$ cat config.mk
export PLATFORM = sky130hd
export DESIGN_NAME = mips_cpu
export DESIGN_NICKNAME = d
export VERILOG_FILES = /design/src/rtl/mips_cpu.sv
export SDC_FILE = /design/constraint.sdc
export NUM_CORES = 2
export LEC_CHECK = 0
export CAP_MARGIN = 40
export CELL_PAD_IN_SITES_DETAIL_PLACEMENT = 0
export CELL_PAD_IN_SITES_GLOBAL_PLACEMENT = 1
export CORE_MARGIN = 2
export CORE_UTILIZATION = 48
export DETAILED_ROUTE_END_ITERATION = 7
export PLACE_DENSITY = 0.78
export SLEW_MARGIN = 40
export SYNTH_ARGS = -nofsm -noshare
export SYNTH_HDL_FRONTEND = slang
export SYNTH_SLANG_ARGS = --single-unit
$ cat constraint.sdc
create_clock -name CLK -period 5.05 [get_ports CLK]
set_clock_uncertainty 0.1 [all_clocks]
set_input_delay 0.505 -clock CLK [delete_from_list [all_inputs] [get_ports CLK]]
set_output_delay 0.505 -clock CLK [all_outputs]
set_load 0.05 [all_outputs]
$ cat src/rtl/mips_cpu.sv
// Multicycle MIPS-subset core: IDLE/FETCH/DECODE/EXEC/MEM/WB, Harvard buses, 32x32 register file.
// Define CPU_MUL_EN to build the MUL (op 0x1C, funct 0x02) multiplier; otherwise MUL runs as a NOP.
module mips_cpu (
    input  logic        CLK,
    input  logic        Reset,
    input  logic [31:0] Prog_BUS_READ,
    input  logic [31:0] Data_BUS_READ,
    output logic [31:0] ADDR_Prog,
    output logic        CS_P,
    output logic [31:0] ADDR,
    output logic [31:0] Data_BUS_WRITE,
    output logic        CS,
    output logic        WE
);

    localparam logic [2:0] S_IDLE   = 3'd0;
    localparam logic [2:0] S_FETCH  = 3'd1;
    localparam logic [2:0] S_DECODE = 3'd2;
    localparam logic [2:0] S_EXEC   = 3'd3;
    localparam logic [2:0] S_MEM    = 3'd4;
    localparam logic [2:0] S_WB     = 3'd5;

    logic [2:0]         state;
    logic [31:0]        pc, ir, alu_out, mdr;
    logic signed [31:0] a, b, imm_ext;
    logic [31:0]        regs [32];

    logic [5:0]  op, funct;
    logic [4:0]  rs, rt, rd, shamt;
    logic [15:0] imm16;
    logic [25:0] imm26;

    assign op    = ir[31:26];
    assign rs    = ir[25:21];
    assign rt    = ir[20:16];
    assign rd    = ir[15:11];
    assign shamt = ir[10:6];
    assign funct = ir[5:0];
    assign imm16 = ir[15:0];
    assign imm26 = ir[25:0];

    logic is_alu_r, is_mul, is_addi, is_lw, is_sw, is_beq, is_j;

    // A nonzero shift field makes an R-type word non-canonical, so it is treated as unknown.
    assign is_alu_r = (op == 6'h00) && (shamt == 5'd0) &&
                      ((funct == 6'h20) || (funct == 6'h22) || (funct == 6'h24) ||
                       (funct == 6'h25) || (funct == 6'h2A));
`ifdef CPU_MUL_EN
    assign is_mul   = (op == 6'h1C) && (shamt == 5'd0) && (funct == 6'h02);
`else
    assign is_mul   = 1'b0;
`endif
    assign is_addi  = (op == 6'h08);
    assign is_lw    = (op == 6'h23);
    assign is_sw    = (op == 6'h2B);
    assign is_beq   = (op == 6'h04);
    assign is_j     = (op == 6'h02);

    function automatic logic [31:0] alu_r(input logic [5:0] f,
                                          input logic signed [31:0] x,
                                          input logic signed [31:0] y);
        case (f)
            6'h20:   alu_r = x + y;
            6'h22:   alu_r = x - y;
            6'h24:   alu_r = x & y;
            6'h25:   alu_r = x | y;
            6'h2A:   alu_r = {31'b0, (x < y)};
            default: alu_r = '0;
        endcase
    endfunction

    logic [31:0] alu_res;

    always_comb begin
        alu_res = '0;
        if (is_alu_r)
            alu_res = alu_r(funct, a, b);
        if (is_addi || is_lw || is_sw)
            alu_res = a + imm_ext;
`ifdef CPU_MUL_EN
        if (is_mul)
            alu_res = a * b;
`endif
    end

    logic [31:0] rd_rs, rd_rt;

    assign rd_rs = (rs == 5'd0) ? 32'd0 : regs[rs];
    assign rd_rt = (rt == 5'd0) ? 32'd0 : regs[rt];

    always_ff @(posedge CLK) begin
        if (!Reset) begin
            state   <= S_IDLE;
            pc      <= '0;
            ir      <= '0;
            a       <= '0;
            b       <= '0;
            imm_ext <= '0;
            alu_out <= '0;
            mdr     <= '0;
            for (int i = 0; i < 32; i++)
                regs[i] <= '0;
        end else begin
            case (state)
                S_IDLE: state <= S_FETCH;
                S_FETCH: begin
                    ir    <= Prog_BUS_READ;
                    pc    <= pc + 32'd4;
                    state <= S_DECODE;
                end
                S_DECODE: begin
                    a       <= rd_rs;
                    b       <= rd_rt;
                    imm_ext <= {{16{imm16[15]}}, imm16};
                    state   <= S_EXEC;
                end
                // pc already holds the address of the next sequential instruction here.
                S_EXEC: begin
                    alu_out <= alu_res;
                    if (is_beq && (a == b))
                        pc <= pc + {imm_ext[29:0], 2'b00};
                    else if (is_j)
                        pc <= {pc[31:28], imm26, 2'b00};
                    state <= S_MEM;
                end
                S_MEM: begin
                    if (is_lw)
                        mdr <= Data_BUS_READ;
                    state <= S_WB;
                end
                S_WB: begin
                    if ((is_alu_r || is_mul) && (rd != 5'd0))
                        regs[rd] <= alu_out;
                    else if (is_addi && (rt != 5'd0))
                        regs[rt] <= alu_out;
                    else if (is_lw && (rt != 5'd0))
                        regs[rt] <= mdr;
                    state <= S_FETCH;
                end
                default: state <= S_IDLE;
            endcase
        end
    end

    assign ADDR_Prog      = pc;
    assign ADDR           = alu_out;
    assign Data_BUS_WRITE = b;
    assign CS_P           = (state == S_FETCH);
    assign CS             = (state == S_MEM) && (is_lw || is_sw);
    assign WE             = (state == S_MEM) && is_sw;

endmodule

-- Word-level counts from Yosys, hierarchy flattened
Memory sizes are Yosys's and may differ from the RTL's. A register that Yosys moved wholly into a read port is not among the register bits.
Cells that the tools add are included.
- bitwise gates (word level): 3
- div/mod/pow operators: 0
- muxes and demuxes: 36
- eq/ne operators: 18
- reductions and logical operators: 29
- multiply operators: 0
- add/sub/neg operators: 5
- order comparisons: 1
- shift-type cells: 0
- operator list (kind ; number):
    $mux W32 ; 8
    $pmux W32 S5 ; 1
    $add A32 B32 Y32 ; 2
    $pmux W32 S2 ; 1
    $reduce_or A32 Y1 ; 2
    $eq A6 B6 Y1 const B ; 7
    $add A32 B16 Y32 ; 1
    $add A32 B3 Y32 const B ; 1
    $and A32 B32 Y32 ; 1
    $eq A32 B32 Y1 ; 1
    $lt A32 B32 Y1 ; 1
    $or A32 B32 Y32 ; 1
    $sub A32 B32 Y32 ; 1
    $mux W5 ; 6
    $mux W28 ; 1
    $mux W1 ; 18
    $logic_not A5 Y1 ; 3
    $pmux W3 S5 ; 1
    $reduce_bool A5 Y1 ; 2
    $logic_and A1 B1 Y1 ; 8
    $logic_or A1 B1 Y1 ; 7
    $eq A3 B2 Y1 const B ; 2
    $eq A3 B3 Y1 const B ; 2
    $eq A6 B2 Y1 const B ; 1
    other kinds (11) ; 13
- bits in writable memories: 1024
- register bits: 211
- logic and storage cells: 102
- ROM bits: 0
- memories: 1
- input port bits: 66
- output and inout port bits: 99
- bits in latches: 0
- memories (memory ; depth ; width ; rd ports ; clocked after Yosys merged registers in ; write ports ; RTL line ; source):
    regs ; 32 ; 32 ; 2 ; 2 ; 32 ; 26 ; logic [31:0] regs [32];

-- Longest topological paths before layout
- depth in word-level cells: 14
- depth in mapped cells: 14
- mapped depth without buffers: 13

-- Least setup slack after synthesis
No wires, ideal clock.
- kind: input to register
- start point: input Reset
- end point: memory regs[9][0], enable pin
- path buffers: 3
- setup time: 0.389 ns
- path slack: 1.373 ns
- required time: 4.561 ns
- stages: 10
- arrival: 3.187 ns
- cells stage by stage: clkbuf_1 and3_2 o31a_1 o21ai_1 or3_1 buf_6 o32ai_4 nand2_1 clkbuf_1 nand2_1
- RTL lines (what ; RTL line ; source):
    start, declared ; 5 ; input logic Reset,
    end, declared ; 26 ;

==> results.md <==
* Cell count along the critical path at 11
* Buffers inserted by post-CTS timing repair at 0
* Asr flop ratio synth at 0
* Layout Cell Area excl Fill at 78100 sq um
* Minimum period implied by the final worst setup slack at 4340 ps
* Cell type of the slowest stage on the worst timing path: sky130_fd_sc_hd__o31ai_2
* Commonest non-fill, non-tap cells in the layout: sky130_fd_sc_hd__nor2_1 (1268), sky130_fd_sc_hd__edfxtp_1 (1024), sky130_fd_sc_hd__mux4_2 (640)
* Hold EP: mdr[10]
* HP Class: in2reg
* Synth Register Bits at 1243
* Internal reg-to-reg setup slack at 710 ps
* Routed wire length per instance at 31.4 microns
* Result of the run: finished, final reports clean
* Hold path startpoint: Data_BUS_READ[10]
* Via count at 49800
* Number of setup violations in the final report at 0
* Busiest metal layer after global routing: met2
* Worst reg2reg endpoint: regs[31][25]
* Syn. warnings at 0
* Clock latency on the worst-skew pair at 790 ps
* Maximum operating frequency at 230 MHz
* Core ar. at 142000 sq um
* List of cells traversed by the critical path: nand2b_1 > o21ai_1 > nand2_1 > or3_4 > o21ai_1 > or3_1 > buf_4 > o31ai_2 > nand2_2 > nand2_2 > buf_12
* Remaining global-route overflow at 0
* Distinct cell type count after synthesis at 99
* Die area at 146000 sq um
* Filler cell count at 11500
* Chip Height at 382 microns
* Detailed router's first-iteration violation count at 6591
* Final layout net count at 5804
* Quantity of I/O buffers inserted on ports at 162
* Post-synthesis instance area at 68500 sq um
* Reported leakage power at 25.7 nW
* Number of synthesized flops with an enable pin at 1024
* Area added between synthesis and finish at 14.1%
* Pin slew with the least headroom to its limit at 878 ps
* Worst Setup Start Kind: flop
* Pwr/cell area at 343 nW/um^2
* Number of buffers created by CTS at 139
* Count of standard-cell rows at 138
* H-tree depth at 4
* Post-synthesis area per instance at 12.5 sq um
* Placement Cell Area at 73600 sq um
* Die width at 382 microns
* Number of global-route vias before repair at 49200
* Largest buffer count on any clock path at 3
* Worst R2R Start: ir[1]
* Cell type group with the largest total delay on the critical path: simple AND/OR/NAND/NOR gates
* Post-synth top flop: sky130_fd_sc_hd__edfxtp_1
* Final Hold Vio Count at 0
* Wire length after detailed routing at 237 mm
* Clock tree from TritonCTS: built
* Final cycle utilization of the critical path at 0.860
* Clock share of power at 0.379
* CTS root buf: sky130_fd_sc_hd__clkbuf_16
* Type of destination of the critical path: flop
* Setup TNS Final at 0 ps
* Unrepaired setup endpoints after global routing: no
* Count of hold-fix buffers inserted at cts at 0
* Critical path type: reg2reg
* DP HPWL at 157 mm
* DRT Pass-1 Iters at 6
* GRT met1 Usage at 0.425
* Data arrival time of the critical path at 4700 ps
* Max-slew violations at 0
* Fraction of the yosys area taken by sequential cells at 0.513
* Initial core utilization at 0.484
* Cell count of the worst reg-to-reg path at 11
* Number of max-cap violations at 0
* Data required time of the critical path at 5410 ps
* Layout cells sized above 1 at 0.215
* Post-CTS resize count at 0
* I/O pins at 165
* GR met2 Demand/Resource at 0.522
* Largest fanout on the critical path at 21
* Relative contribution of sequential cells to total power at 0.443
* Maximum cell stage delay along the critical path at 660 ps
* Max-slew headroom at 0.414
* Via density per instance at 6.59
* Last weighted congestion value of the routability-driven placer at 0.946
* Hold depth at 3
* Register clock-pin slew on the reported worst setup and hold paths at 60 ps
* Met3 Track Usage GR at 0.0808
* Bufs and invs on worst path at 2
* Leading cell type in the layout, fill and taps excluded: sky130_fd_sc_hd__nor2_1
* Net switching fraction of the power at 0.284
* First-pass GRT wire length at 344 mm
* Number of antenna violations at the first check in global routing at 5
* Total net switching power at 7.59 mW
* Internal power at 19.2 mW
* Remaining number of nets flagged by the antenna check after routing at 0
* Clk sink count at 1243
* Global-route usage over all layers at 0.326
* Synthesized netlist cell count at 5490
* Part of the total power dissipated in combinational logic at 0.178
* Maximum number of pins on one net before global-route repair at 119
* Largest voltage drop on the vdd net at 0.278 mV
* Post-detailed-route DRC marker count at 0
==> synth_stat cells, types with 29 or more instances <==
cell type	n	share of area
sky130_fd_sc_hd__nor2_1	1268	0.069
sky130_fd_sc_hd__edfxtp_1	1024	0.45
sky130_fd_sc_hd__inv_1	117	0.0064
sky130_fd_sc_hd__dfxtp_1	219	0.064
sky130_fd_sc_hd__clkbuf_1	316	0.017
sky130_fd_sc_hd__a211oi_1	29	0.0032
sky130_fd_sc_hd__nand3_1	47	0.0034
sky130_fd_sc_hd__a21oi_1	321	0.023
sky130_fd_sc_hd__buf_1	70	0.0038
sky130_fd_sc_hd__nand2_1	333	0.018
sky130_fd_sc_hd__a31oi_1	35	0.0032
sky130_fd_sc_hd__a21o_1	46	0.0050
sky130_fd_sc_hd__ha_1	172	0.031
sky130_fd_sc_hd__o21ai_0	146	0.011
sky130_fd_sc_hd__buf_2	97	0.0071
sky130_fd_sc_hd__xnor2_1	53	0.0068
sky130_fd_sc_hd__mux2i_1	112	0.016
sky130_fd_sc_hd__mux4_2	640	0.21
sky130_fd_sc_hd__nor3_1	47	0.0034
==> worst min-delay path, stage by stage <==
cell	delay [ps]
sky130_fd_sc_hd__clkdlybuf4s50_1	390
sky130_fd_sc_hd__nand2_1	60
sky130_fd_sc_hd__a21oi_1	50
==> metrics by stage <==
step	hold WS (ps)	total power, mW	worst slack, ps	utilization	instances
after global routing	151	27.5	582	0.552	7563
after global placement	374	16.7	510	0.518	7299
after floorplan	336	14.8	1370	-	5523
final	159	26.8	707	0.552	7564
after CTS	109	26.7	781	0.552	7561
after detailed placement	372	16.7	832	0.520	7309
==> power groups by stage <==
| stage | Clock [mW] | Sequential (mW) | Combinational, mW |
|---|---|---|---|
| 6_report | 10.1 | 11.9 | 4.76 |
| 4_1_cts | 10.2 | 11.9 | 4.66 |
| 5_1_grt | 10.6 | 11.9 | 4.95 |
| 3_3_place_gp | 0 | 12.1 | 4.58 |
| 3_5_place_dp | 0 | 12.1 | 4.65 |
| 2_1_floorplan | 0 | 12.0 | 2.86 |
==> worst max path at each step <==
stage	start	end	slack, ps
CTS	ir[1]	regs[31][29]	780
detailed placement	ir[1]	regs[31][24]	830
global placement	ir[1]	regs[19][8]	510
finish	ir[1]	regs[31][25]	710
global route	ir[29]	regs[3][30]	580
floorplan	Reset	regs[9][0]	1370
==> state kept, by name (all words and copies together), names as in the netlist, named ones only <==
| register | count |
|---|---|
| ADDR | 32 |
| ADDR_Prog | 30 |
| Data_BUS_WRITE | 32 |
| a | 32 |
| imm_ext | 16 |
| ir | 32 |
| mdr | 32 |
| regs | 1024 |
| state | 3 |
==> per-layer routing <==
layer	share of wire	vias to the layer above	wire, microns
met2	0.47	3233	113000
met3	0.12	548	28100
met5	0.00027	-	65
met4	0.043	10	10200
met1	0.36	25300	86400
li1	-	20700	-
==> cell type report <==
class | count | area (sq um) | share of cell area
sequential | 1243 | 35200 | 0.450
multi-input combinational | 3670 | 31700 | 0.405
timing repair buffer | 390 | 3980 | 0.0509
clock buffer | 189 | 3850 | 0.0492
tap | 1890 | 2360 | 0.0303
clock inverter | 63 | 646 | 0.00826
inverter | 118 | 455 | 0.00583
antenna | 1 | 2.50 | 0.0000320
==> cells by family (layout without fill, tap and decap cells) <==
group | count (synthesis) | count (layout) | synth area share
compound gates | 775 | 775 | 0.0709
xor+xnor | 70 | 70 | 0.00895
fa+ha+maj | 176 | 176 | 0.0326
buf+inv | 610 | 760 | 0.0359
flops | 1243 | 1243 | 0.513
mux | 754 | 754 | 0.227
other cells | 1 | 35 | 0.0000547
simple gates | 1861 | 1861 | 0.112
Note: power is estimated with default switching activity, not from simulation.
